<file path="config.mk">
export PLATFORM = sky130hd
export DESIGN_NAME = chan_mux_scan_flat
export DESIGN_NICKNAME = d
export VERILOG_FILES = /design/src/rtl/chan_mux_scan_if.sv /design/src/rtl/chan_mux_scan.sv /design/src/flat_wrapper.sv
export SDC_FILE = /design/constraint.sdc
export NUM_CORES = 1
export LEC_CHECK = 0
export BUFFER_PORTS_ARGS = -buffer_cell sky130_fd_sc_hd__buf_4
export CORE_AREA = 2 2 39 41
export DETAILED_ROUTE_END_ITERATION = 10
export DIE_AREA = 0 0 41 43
export PLACE_DENSITY = 0.6
export SYNTH_ARGS = -nofsm -noshare
export SYNTH_HDL_FRONTEND = slang
export SYNTH_SLANG_ARGS = --single-unit
</file>
<file path="constraint.sdc">
create_clock -name clk -period 1.8 [get_ports clk]
set_input_delay 0.18 -clock clk [delete_from_list [all_inputs] [get_ports clk]]
set_output_delay 0.18 -clock clk [all_outputs]
set_load 0.01 [all_outputs]
</file>
<file path="src/rtl/chan_mux_scan_if.sv">
// Channel mux bus: flattened channel data and controls in, selected data and status out.
interface chan_mux_scan_if #(
    parameter int unsigned WIDTH = 2,
    parameter int unsigned NCH   = 3
);
    localparam int unsigned SELW = $clog2(NCH);

    logic [NCH*WIDTH-1:0] din;
    logic [SELW-1:0]      sel;
    logic                 mode;
    logic                 hold;
    logic [WIDTH-1:0]     dout;
    logic [SELW-1:0]      ch;
    logic                 sel_err;
    logic                 scan_wrap;

    modport master (
        output din, sel, mode, hold,
        input  dout, ch, sel_err, scan_wrap
    );

    modport slave (
        input  din, sel, mode, hold,
        output dout, ch, sel_err, scan_wrap
    );
endinterface

</file>
<file path="src/rtl/chan_mux_scan.sv">
// Registered N-channel mux with hold, out-of-range select flag and an auto-scan
// mode that dwells DWELL cycles on each channel.
module chan_mux_scan #(
    parameter int unsigned WIDTH = 2,
    parameter int unsigned NCH   = 3,
    parameter int unsigned DWELL = 4
) (
    input  logic           clk,
    input  logic           rst_n,
    chan_mux_scan_if.slave bus
);
    localparam int unsigned SELW = $clog2(NCH);
    localparam int unsigned CNTW = (DWELL > 1) ? $clog2(DWELL) : 1;

    logic [WIDTH-1:0] chan [NCH];

    logic [SELW-1:0]  ch_q,   ch_next;
    logic [CNTW-1:0]  cnt_q,  cnt_next;
    logic [WIDTH-1:0] dout_q, dout_next;
    logic             err_q,  err_next;
    logic             wrap_q, wrap_next;
    logic             mode_q, mode_next;
    logic             sel_ok;

    // Unflatten the channel bus so the select can index it directly.
    always_comb begin
        for (int k = 0; k < int'(NCH); k++) begin
            chan[k] = bus.din[k*WIDTH +: WIDTH];
        end
    end

    assign sel_ok = 32'(bus.sel) < NCH;

    // Next-state: hold freezes everything; a mode change restarts the dwell count.
    always_comb begin
        ch_next   = ch_q;
        cnt_next  = cnt_q;
        err_next  = err_q;
        wrap_next = 1'b0;
        mode_next = mode_q;
        dout_next = dout_q;
        if (!bus.hold) begin
            mode_next = bus.mode;
            if (!bus.mode) begin
                cnt_next = '0;
                if (sel_ok) begin
                    ch_next  = bus.sel;
                    err_next = 1'b0;
                end else begin
                    err_next = 1'b1;
                end
            end else begin
                err_next = 1'b0;
                if (bus.mode != mode_q) begin
                    cnt_next = '0;
                end else if (cnt_q == CNTW'(DWELL - 1)) begin
                    cnt_next = '0;
                    if (ch_q == SELW'(NCH - 1)) begin
                        ch_next   = '0;
                        wrap_next = 1'b1;
                    end else begin
                        ch_next = ch_q + SELW'(1);
                    end
                end else begin
                    cnt_next = cnt_q + CNTW'(1);
                end
            end
            dout_next = chan[ch_next];
        end
    end

    always_ff @(posedge clk or negedge rst_n) begin
        if (!rst_n) begin
            ch_q   <= '0;
            cnt_q  <= '0;
            dout_q <= '0;
            err_q  <= 1'b0;
            wrap_q <= 1'b0;
            mode_q <= 1'b0;
        end else begin
            ch_q   <= ch_next;
            cnt_q  <= cnt_next;
            dout_q <= dout_next;
            err_q  <= err_next;
            wrap_q <= wrap_next;
            mode_q <= mode_next;
        end
    end

    assign bus.dout      = dout_q;
    assign bus.ch        = ch_q;
    assign bus.sel_err   = err_q;
    assign bus.scan_wrap = wrap_q;
endmodule

</file>
<file path="src/flat_wrapper.sv">
// flat-port wrapper written by rule: the top's interface ports become plain ports
module chan_mux_scan_flat 
#(
    parameter int unsigned WIDTH = 2,
    parameter int unsigned NCH   = 3,
    parameter int unsigned DWELL = 4
)
  (clk, rst_n, bus_din, bus_sel, bus_mode, bus_hold, bus_dout, bus_ch, bus_sel_err, bus_scan_wrap);
  chan_mux_scan_if #(.WIDTH(WIDTH), .NCH(NCH)) bus_i ();
  input  logic clk;
  input  logic rst_n;
  input wire logic [$bits(bus_i.din)-1:0] bus_din;
  input wire logic [$bits(bus_i.sel)-1:0] bus_sel;
  input wire logic [$bits(bus_i.mode)-1:0] bus_mode;
  input wire logic [$bits(bus_i.hold)-1:0] bus_hold;
  output wire logic [$bits(bus_i.dout)-1:0] bus_dout;
  output wire logic [$bits(bus_i.ch)-1:0] bus_ch;
  output wire logic [$bits(bus_i.sel_err)-1:0] bus_sel_err;
  output wire logic [$bits(bus_i.scan_wrap)-1:0] bus_scan_wrap;
  assign bus_i.din = bus_din;
  assign bus_i.sel = bus_sel;
  assign bus_i.mode = bus_mode;
  assign bus_i.hold = bus_hold;
  assign bus_dout = bus_i.dout;
  assign bus_ch = bus_i.ch;
  assign bus_sel_err = bus_i.sel_err;
  assign bus_scan_wrap = bus_i.scan_wrap;
  chan_mux_scan #(.WIDTH(WIDTH), .NCH(NCH), .DWELL(DWELL)) u_core (.clk(clk), .rst_n(rst_n), .bus(bus_i));
endmodule
</file>
# ---- Yosys cells after proc, flatten, opt, wreduce, memory -nomap -nowiden
# Cells that the tools add are included.
dict set report totals {
  output_inout_bits 6
  regBits 9
}
dict set report classes {
  bitwise_logic 1
  n_addsub 2
  mux 19
  n_eq_ne 3
  magnitude_cmp 2
}
# operator count
set op_table {}
lappend op_table {{2-bit 2-to-1 mux} 11}
lappend op_table {{1-bit 2-to-1 mux} 7}
lappend op_table {{2-bit by 1-bit adder with 2-bit output, second input constant} 2}
lappend op_table {{2-bit binary-select mux with 2-bit select} 1}
lappend op_table {{2-bit == test, second input constant} 2}
lappend op_table {{3-bit >= comparator, second input constant} 1}
lappend op_table {{2-bit inverter with 3-bit output} 1}
lappend op_table {{2-bit < comparator, second input constant} 1}
lappend op_table {{1-bit inequality test} 1}

# ---- Logic depth before layout (Yosys ltp)
# Gate-level depths: netlist (run 1).
dict set report depth {
  depth_word 10
  mapped_depth 6
  mapped_depth_nobuf 6
}

# ---- Worst setup path before layout (run 1)
# OpenSTA, ideal clock, no wires.
dict set report synth_timing {
  path_type {flip-flop to flip-flop}
  startpoint {register u_core.cnt_q[0]}
  endpoint {register u_core.dout_q[0] (netlist: u_core.bus.dout[0])}
  stages_incl_launch_ff 7
  slack_ns 0.251
  t_arrival_ns 1.421
  path_buffers 0
  required_time_ns 1.671
  setup_time_ns 0.129
  cell_sequence {dfrtp_1 > ha_1 > nand3_2 > o211a_1 > a211oi_4 > mux2i_1 > o211ai_2}
}
dict set report synth_via {
  elab_chain_cells 9
}
# item line_no
set synth_rtl {}
lappend synth_rtl {{from (decl)} chan_mux_scan.sv:18} ;# logic [CNTW-1:0] cnt_q, cnt_next;
lappend synth_rtl {{from (signal assigned)} chan_mux_scan.sv:82} ;# cnt_q <= cnt_next;
lappend synth_rtl {{2-bit == test} chan_mux_scan.sv:56} ;# end else if (cnt_q == CNTW'(DWELL - 1)) begin
lappend synth_rtl {{2-bit 2-to-1 mux} chan_mux_scan.sv:56}
lappend synth_rtl {{2-bit 2-to-1 mux} chan_mux_scan.sv:54} ;# if (bus.mode != mode_q) begin
lappend synth_rtl {{2-bit 2-to-1 mux} chan_mux_scan.sv:44} ;# if (!bus.mode) begin
lappend synth_rtl {{2-bit 2-to-1 mux} chan_mux_scan.sv:42} ;# if (!bus.hold) begin
lappend synth_rtl {{2-bit inverter with 3-bit output (implied by the code)} chan_mux_scan.sv:68} ;# dout_next = chan[ch_next];
lappend synth_rtl {{2-bit binary-select mux with 2-bit select} chan_mux_scan.sv:68}
lappend synth_rtl {{2-bit 2-to-1 mux (implied by the code) (2 in a row)} chan_mux_scan.sv:68}
lappend synth_rtl {{to (signal assigned)} chan_mux_scan.sv:83} ;# dout_q <= dout_next;
lappend synth_rtl {{to (decl)} chan_mux_scan.sv:19} ;# logic [WIDTH-1:0] dout_q, dout_next;
# No other way between the ends. The select of a mux whose other input is x is not followed.
# A chain may end at the register's enable or synchronous reset.

# ---- Worst setup path after layout (run 1)
dict set report layout_timing {
  startpoint {register u_core.cnt_q[0]}
  endpoint {register u_core.dout_q[1] (netlist: u_core.bus.dout[1])}
}
# Same word-level chain as after synthesis.

==> impl_results.md, run 1 <==
- Outcome: completed
- Tcrit/Tclk final: 90.69%
- Worst IR Drop VDD: 0.0004647 V
- Layout cells sized above 1: 40.91%
- Vias in the first global route: 382
- Starting density of the core: 34.99%
- RSZ-0062 raised after global routing: no
- Multi-input logic area: 251.5 µm²
- Port Buffers: 17
- Filler cell count in the final layout: 137
- WP data required: 1.98 ns
- Power density over the cells: 845.2 nW/µm²
- I/O pin total: 18
- Gr ovfl total: 0
- Vias per cell: 5.134
- CTS buffer count: 3
- Slew @ Worst Pin: 0.3761 ns
- Slew margin rel.: 74.73%
- H-tree Lvls: 1
- First-pass GRT wire length: 1.669 mm
- Mapped cell area: 484.2 µm²
- Insertion delay to the later sink of the worst-skew pair: 0.26 ns
- Initial DRC Count: 4
- Drt wl/cell: 12.05 µm
- CTS tree: built
- Critical path arrival: 1.81 ns
- Synth Net Count: 57
- Setup Viol. Count Final: 0
- Antenna violations before repair: 0
- Final ANT Viol Nets: 0
- Ys flop type: dfrtp_1
- Post-synth top area share: 46.51%
- Gate Count Post-Synth: 44
- Drt drc: 0
- Largest net degree at the start of global routing: 14
- Register area: 225.2 µm²
- Seq/Total Area, Yosys: 46.51%
- Most common cell in the synthesized netlist: dfrtp_1
- Setup CP Type: reg2reg
- CP endpoint kind: register
- Total clock sinks: 9
- Die width: 41 µm
- GPL Wtd Cong: 0.7193
- Die Y: 43 µm
- Top cells by count, synth: dfrtp_1, nand2_1, mux2i_1
- Max-slew violations: 0
- Max Cap Viol: 0
- Final Hold Vio Count: 0
- Number of synthesized flops with an enable pin: 0
- GRT Total Usage: 14.75%
- Post-CTS Resized: 0
- Post-synth top area cell: dfrtp_1
- Hold crit path type: in2reg
- Worst-path clk slew: 0.06 ns
- Clock Tree Buf Depth: 2
- Synthesis Warnings: 0
- Core ar.: 1384 µm²
- Final TNS setup: 0 ns
- HPWL Detailed: 746.1 µm
- F_max: 0.6126 GHz
- WL final: 988 µm
- Max FO, Critical Path: 4
- Pre-antenna DRT Iters: 4
- Diodes inserted: 0
- Layout Nets: 80
- Die area: 1763 µm²
- Yosys reg bits: 9
- Area Overhead vs Synth: 38.76%
- Final std cells w/o fill: 82
- Skew final: 0.006411 ns
- Clock root buffer: clkbuf_4
- Main area contributors after synthesis: dfrtp_1, mux2i_1, nand2_1
- Async set-reset flop share out of synthesis: 100.0%
- LEAKAGE: 0.3255 nW
- Final worst path period need: 1.632 ns
- Cell variety after synth: 24
- Site row count: 14
- Vias: 421
- Cell Count Post-Placement: 77
- CP startpoint kind: register
- Syn Area/Cell: 11.00 µm²
[state kept, by name, indices dropped and copies added, names as in the netlist]
name,flops
u_core.mode_q,1
u_core.bus.dout,2
u_core.cnt_q,2
u_core.bus.scan_wrap,1
u_core.bus.ch,2
u_core.bus.sel_err,1
[metal layers]
layer  routed length, µm  track usage [%]
met1                 455            20.00
met2                 477            18.13
met3                  55            7.853
met4                   0            8.000
met5                   0                0
[worst max-delay path, stage by stage (launching register included)]
cell and delay, ns:
dfrtp_1 0.37, ha_1 0.22, a21boi_0 0.11, o21ai_1 0.13, o311ai_1 0.10, buf_4 0.16, or2_2 0.30, o211ai_1 0.17
[cell usage in the layout (no fill, tap or decap), types with 2 or more instances in the layout]
master / count
nor3_1: 2
dfrtp_1: 9
nor2b_1: 2
buf_4: 18
nand4b_1: 2
nor2_1: 2
clkbuf_4: 3
nand2_1: 6
mux2i_1: 3
a32o_1: 2
[final timing paths]
kind | end | from | slack, ns | cells past startpoint
hold reg to reg | u_core.bus.sel_err | u_core.bus.sel_err | 0.50 | 2
hold / removal | u_core.bus.dout[1] | bus_din[5] | 0.21 | 3
setup / recovery | u_core.bus.dout[1] | u_core.cnt_q[0] | 0.17 | 7
max in group asynchronous | u_core.cnt_q[0] | rst_n | 1.39 | 2
min in group asynchronous | u_core.bus.sel_err | rst_n | 0.27 | 2
setup reg to reg | u_core.bus.dout[1] | u_core.cnt_q[0] | 0.17 | 7
[what timing repair did]
| action | CTS | global route |
|---|---|---|
| hold endpoints to repair | 9 | 0 |
| buffers inserted | 0 | 0 |
| hold buffers | 1 | 0 |
| endpoints found under the setup margin | 0 | 1 |
[logic make-up after synthesis]
group,share of synthesized area (%)
multiplexers,8.527
AO/OA/AOI/OAI,21.71
buffers and inverters,1.549
flip-flops,46.51
adder cells (fa/ha/maj),2.584
AND/OR/NAND/NOR,19.12
[cell type report]
cell class,instances,share of cell area (%)
timing repair buffer,19,21.60
clock buffer,4,3.911
multi-input combinational,33,37.43
inverter,1,0.5587
sequential,9,33.52
tap,16,2.980
[report_power, final]
group / internal, W / switching, W / total, W
clock network: 0.0000854 / 0.0000704 / 0.000156
logic: 0.0000874 / 0.0000700 / 0.000157
registers: 0.000228 / 0.0000266 / 0.000255
[per-stage QoR]
| stage | setup slack (ns) | hold WS, ns | util [%] | total power (W) | instance area, µm² |
|---|---|---|---|---|---|
| 2_1_floorplan | 0.2508 | -0.1156 | - | 0.0003381 | 484.2 |
| 3_3_place_gp | 0.1800 | 0.01188 | 45.93 | 0.0004155 | 635.6 |
| 3_5_place_dp | 0.1545 | 0.01179 | 45.93 | 0.0004170 | 635.6 |
| 4_1_cts | 0.1467 | 0.2074 | 48.55 | 0.0005810 | 671.9 |
| 5_1_grt | 0.03591 | 0.2082 | 48.55 | 0.0006128 | 671.9 |
| 6_report | 0.1676 | 0.2135 | 48.55 | 0.0005679 | 671.9 |
No activity file was read; power rests on OpenSTA's default activity.
==> run 2, diff against run 1 <==
BUFFER_PORTS_ARGS = -buffer_cell sky130_fd_sc_hd__buf_2   (was -buffer_cell sky130_fd_sc_hd__buf_4)
==> run 2 against run 1 <==
Clock power is 4% higher. Flip-flop and latch count stayed put. Highest routed layer is now met4. Non-clock buffer count is 1 lower. Worst hold slack worse by 0.0052 ns. Combinational power is 13% lower. Maximum frequency is 1.7% lower. Largest power group unchanged. Largest cell class unchanged.
==> impl_results.md, run 2 (synthesis gave the netlist of run 1 again) <==
- Core ar.: 1384 µm² (unchanged)
- I/O pin total: 18 (unchanged)
- Worst-path clk slew: 0.06 ns (about the same)
- Antenna violations before repair: 0 (unchanged)
- Clock Tree Buf Depth: 2 (unchanged)
- Gr ovfl total: 0 (unchanged)
- Die Y: 43 µm (unchanged)
- Power density over the cells: 887.4 nW/µm² (was 845.2 nW/µm²)
- Post-CTS Resized: 0 (unchanged)
- GPL Wtd Cong: 0.7489 (was 0.7193)
- Drt drc: 0 (unchanged)
- Flop-to-flop setup slack: 0.14 ns (was 0.17 ns)
- Layout cells sized above 1: 40.00% (was 40.91%)
- Final worst path period need: 1.661 ns (was 1.632 ns)
- Worst IR Drop VDD: 0.0004503 V (was 0.0004647 V)
- Tcrit/Tclk final: 92.29% (was 90.69%)
- H-tree Lvls: 1 (unchanged)
- Pre-antenna DRT Iters: 2 (was 4)
- Outcome: completed (unchanged)
- Clk pwr share: 29.5% (was 27.4%)
- P_int: 0.0003812 W (was 0.0004008 W)
- Hold crit path type: in2reg (unchanged)
- WL final: 975 µm (was 988 µm)
- Critical path arrival: 1.81 ns (about the same)
- Multi-input logic area: 251.5 µm² (unchanged)
- Clock root buffer: clkbuf_4 (unchanged)
- GRT Total Usage: 13.35% (was 14.75%)
- Filler cell count in the final layout: 137 (unchanged)
- Vias per cell: 4.975 (was 5.134)
- Slew margin rel.: 65.00% (was 74.73%)
- CP startpoint: u_core.cnt_q[0] (unchanged)
- Diodes inserted: 0 (unchanged)
- Insertion delay to the later sink of the worst-skew pair: 0.27 ns (was 0.26 ns)
- CTS tree: built (unchanged)
- Port Buffers: 17 (unchanged)
- Setup CP Type: reg2reg (unchanged)
- Total clock sinks: 9 (unchanged)
- Area Overhead vs Synth: 28.42% (was 38.76%)
- Starting density of the core: 34.99% (unchanged)
- Vias in the first global route: 368 (was 382)
- WP data required: 1.95 ns (was 1.98 ns)
- Final core occ: 44.94% (was 48.55%)
- Die width: 41 µm (unchanged)
- Hold wc startpoint: bus_sel[0] (was bus_din[5])
- Vias: 403 (was 421)
- Net switching power: 0.0001706 W (was 0.0001670 W)
- Setup Viol. Count Final: 0 (unchanged)
- Worst r2r src: u_core.cnt_q[0] (unchanged)
- Site row count: 14 (unchanged)
- CTS buffer count: 3 (unchanged)
- Slew @ Worst Pin: 0.5168 ns (was 0.3761 ns)
- Most frequent cells in the layout: buf_2, dfrtp_1, nand2_1, mux2i_1, clkbuf_4 (was buf_4, dfrtp_1, nand2_1, mux2i_1, clkbuf_4)
- Die area: 1763 µm² (unchanged)
- Largest net degree at the start of global routing: 14 (unchanged)
- CP endpoint kind: register (unchanged)
- HPWL Detailed: 743.5 µm (was 746.1 µm)
- Max Cap Viol: 0 (unchanged)
- RSZ-0062 raised after global routing: no (unchanged)
- LEAKAGE: 0.3087 nW (was 0.3255 nW)
- Layout Nets: 79 (was 80)
- Initial DRC Count: 2 (was 4)
- Sequential share of power: 45.8% (was 44.8%)
- Comb pwr share: 24.7% (was 27.7%)
- Skew final: 0.003178 ns (was 0.006411 ns)
- Register area: 225.2 µm² (unchanged)
- Sw Ratio: 30.91% (was 29.41%)
- F_max: 0.6020 GHz (was 0.6126 GHz)
- Drt wl/cell: 12.04 µm (was 12.05 µm)
- Max-slew violations: 0 (unchanged)
- Max FO, Critical Path: 5 (was 4)
- Final Hold Vio Count: 0 (unchanged)
- Final ANT Viol Nets: 0 (unchanged)
- CP startpoint kind: register (unchanged)
- First-pass GRT wire length: 1.524 mm (was 1.669 mm)
- Final TNS setup: 0 ns (unchanged)
- Most common cell after layout, fill and taps aside: buf_2 (was buf_4)
-- run 2: final timing paths --
| path | endpoint | cells after the start |
|---|---|---|
| max | u_core.bus.dout[0] | 6 |
| min | u_core.bus.sel_err | 3 |
| max reg2reg | u_core.bus.dout[0] | 6 |
| min reg2reg | u_core.bus.sel_err | 2 |
| max in group asynchronous | u_core.mode_q | 2 |
| min in group asynchronous | u_core.bus.dout[1] | 2 |
-- run 2: final cells by class --
| type | instances | area share [%] |
|---|---|---|
| inverters | 1 | 0.6036 |
| well taps | 16 | 3.219 |
| flip-flops and latches | 9 | 36.22 |
| repair buffers | 18 | 15.29 |
| clock buffers | 4 | 4.225 |
| multi-input cells | 33 | 40.44 |
-- run 2: timing repair --
action                    in CTS  in global routing
hold endpoints to repair       9                  0
hold buffers                   1                  0
buffers inserted               0                  0
-- run 2: through the flow --
step                      instances  cell area (µm²)  hold WS [ns]   power, W  setup slack, ns
final                            81            621.8        0.2083  0.0005518           0.1388
after global routing             81            621.8        0.2234  0.0005908         0.008237
after CTS                        81            621.8        0.2100  0.0005600           0.1292
after detailed placement         76            585.6       0.04698  0.0003952           0.1343
after global placement           76            585.6       0.04347  0.0003912           0.1796
after floorplan                  44            484.2       -0.1156  0.0003381           0.2508
-- run 2: metal layers --
metal	track usage, %	part of all wire (%)
met5	0	0
met1	20.07	49
met2	15.63	43
met4	8.000	2.4
met3	4.712	5.4
-- run 2: power by group through the flow --
stage | combinational (W) | clock (W) | sequential (W)
after global routing | 0.000151 | 0.000181 | 0.000258
after global placement | 0.000135 | 0 | 0.000256
after detailed placement | 0.000137 | 0 | 0.000258
final | 0.000136 | 0.000163 | 0.000253
after CTS | 0.000139 | 0.000167 | 0.000254
after floorplan | 0.0000752 | 0 | 0.000263
-- run 2: worst max-delay path, cell delays in order, from the launching register on --
cell      delay (ns)
dfrtp_1         0.37
ha_1            0.23
nand3_2         0.10
o211a_1         0.17
a211oi_4        0.33
mux2i_1         0.25
o211ai_2        0.10
==> run 3, diff against run 2 <==
RECOVER_POWER = 25   (was unset)
==> run 3 against run 2 <==
Largest power group unchanged. Flip-flop and latch count did not move. Clock power is essentially flat. Clock skew is the same. Highest routed layer unchanged. Critical path depth is the same. Global-route usage is the same. Combinational power about the same. Register-to-register slack about the same.
==> impl_results.md, run 3 (synthesis gave the netlist of run 1 again) <==
- Outcome: completed (unchanged)
- Setup Viol. Count Final: 0 (unchanged)
- Final Hold Vio Count: 0 (unchanged)
- Max FO, Critical Path: 5 (unchanged)
- Initial DRC Count: 2 (unchanged)
- Worst r2r src: u_core.cnt_q[0] (unchanged)
- HPWL Detailed: 743.5 µm (unchanged)
- Slew @ Worst Pin: 0.5168 ns (unchanged)
- GRT Total Usage: 13.35% (unchanged)
- Drt wl/cell: 12.01 µm (was 12.04 µm)
- CTS buffer count: 3 (unchanged)
- Layout cells sized above 1: 38.46% (was 40.00%)
- Slew margin rel.: 65.00% (unchanged)
- Max-slew violations: 0 (unchanged)
- Final worst path period need: 1.661 ns (unchanged)
- GPL Wtd Cong: 0.7489 (unchanged)
- Pre-antenna DRT Iters: 2 (unchanged)
- Core ar.: 1384 µm² (unchanged)
- Drt drc: 0 (unchanged)
- Total clock sinks: 9 (unchanged)
- Largest net degree at the start of global routing: 14 (unchanged)
- Final worst slack: 0.1388 ns (unchanged)
- Critical path arrival: 1.81 ns (about the same)
- Most frequent cells in the layout: buf_2, dfrtp_1, nand2_1, mux2i_1, clkbuf_4 (unchanged)
- Starting density of the core: 34.99% (unchanged)
- Gr ovfl total: 0 (unchanged)
- Die width: 41 µm (unchanged)
- Vias: 403 (unchanged)
- WL final: 973 µm (was 975 µm)
- Worst-path clk slew: 0.06 ns (about the same)
- Clock root buffer: clkbuf_4 (unchanged)
- Hold wc startpoint: bus_sel[0] (unchanged)
- Hold crit path type: in2reg (unchanged)
- Vias in the first global route: 368 (unchanged)
- Max Cap Viol: 0 (unchanged)
- Place WS: 0.1343 ns (unchanged)
- Port Buffers: 17 (unchanged)
- Setup CP Type: reg2reg (unchanged)
- Power density over the cells: 888.7 nW/µm² (was 887.4 nW/µm²)
- Worst IR Drop VDD: 0.0004503 V (about the same)
- Layout Nets: 79 (unchanged)
- Area Overhead vs Synth: 28.17% (was 28.42%)
- Tcrit/Tclk final: 92.29% (unchanged)
- Hold Path Sink: u_core.bus.sel_err (unchanged)
- CP endpoint kind: register (unchanged)
- Path depth of the worst reg2reg path: 6 (unchanged)
- RSZ-0062 raised after global routing: no (unchanged)
- Final TNS setup: 0 ns (unchanged)
- Flop-to-flop setup slack: 0.14 ns (about the same)
- F_max: 0.6020 GHz (unchanged)
- FF-to-FF End: u_core.bus.dout[0] (unchanged)
- Post-CTS Resized: 0 (unchanged)
- Clock Tree Buf Depth: 2 (unchanged)
- Die area: 1763 µm² (unchanged)
- Final ANT Viol Nets: 0 (unchanged)
- Site row count: 14 (unchanged)
- Hold Crit Depth: 3 (unchanged)
- I/O pin total: 18 (unchanged)
- LEAKAGE: 0.3059 nW (was 0.3087 nW)
- Diodes inserted: 0 (unchanged)
- Die Y: 43 µm (unchanged)
- Most common cell after layout, fill and taps aside: buf_2 (unchanged)
- Insertion delay to the later sink of the worst-skew pair: 0.27 ns (about the same)
- First-pass GRT wire length: 1.524 mm (unchanged)
- CTS tree: built (unchanged)
- H-tree Lvls: 1 (unchanged)
- Vias per cell: 4.975 (unchanged)
- Antenna violations before repair: 0 (unchanged)
- CP startpoint kind: register (unchanged)
- WP data required: 1.95 ns (about the same)
- Skew final: 0.003178 ns (unchanged)
==> run 3: per-layer routing <==
metal / vias to the layer above / wire, µm / track usage [%]
met2: 11 / 421 / 15.63
met4: 0 / 23 / 8.000
met3: 2 / 53 / 4.712
met5: - / 0 / 0
li1: 207 / - / -
met1: 183 / 475 / 20.07
==> run 3: final cells by class <==
type	count	area, µm²
timing repair buffer	18	93.84
sequential	9	225.2
tap	16	20.02
fill	137	763.2
multi-input combinational	33	251.5
clock buffer	4	26.28
inverter	1	3.754
==> run 3: worst max path at each step <==
stage	from	end	slack [ns]	depth (start not counted)
after CTS	u_core.cnt_q[0]	u_core.bus.dout[0]	0.13	6
after global placement	u_core.cnt_q[0]	u_core.bus.dout[0]	0.18	6
after detailed placement	u_core.cnt_q[0]	u_core.bus.dout[0]	0.13	6
after global routing	u_core.cnt_q[0]	u_core.bus.dout[0]	0.008	6
after floorplan	u_core.cnt_q[0]	u_core.bus.dout[0]	0.25	6
final	u_core.cnt_q[0]	u_core.bus.dout[0]	0.14	6
==> run 3: critical path: stages, from the launching register on <==
cell and delay [ns]:
dfrtp_1 0.37, ha_1 0.23, nand3_2 0.10, o211a_1 0.17
a211oi_4 0.33, mux2i_1 0.25, o211ai_2 0.10
==> run 3: power by group <==
| group | internal [W] | switching (W) | leakage, nW |
|---|---|---|---|
| logic | 0.0000670 | 0.0000688 | 0.174 |
| registers | 0.000228 | 0.0000247 | 0.117 |
| clock network | 0.0000858 | 0.0000772 | 0.0150 |
| total | 0.000381 | 0.000171 | 0.306 |
==> run 3: timing repair <==
| item | 4_1_cts | 5_1_grt |
|---|---|---|
| hold buffers | 1 | 0 |
| endpoints found under the hold margin | 9 | 0 |
| setup buffers | 0 | 0 |
==> run 3: metrics by stage <==
step / area, µm² / util [%] / hold slack [ns] / cells / total power (W)
floorplan: 484.2 / - / -0.1156 / 44 / 0.0003381
global placement: 585.6 / 42.31 / 0.04347 / 76 / 0.0003912
detailed placement: 585.6 / 42.31 / 0.04698 / 76 / 0.0003952
CTS: 621.8 / 44.94 / 0.2100 / 81 / 0.0005600
global route: 620.6 / 44.85 / 0.2234 / 81 / 0.0005905
finish: 620.6 / 44.85 / 0.2083 / 81 / 0.0005515
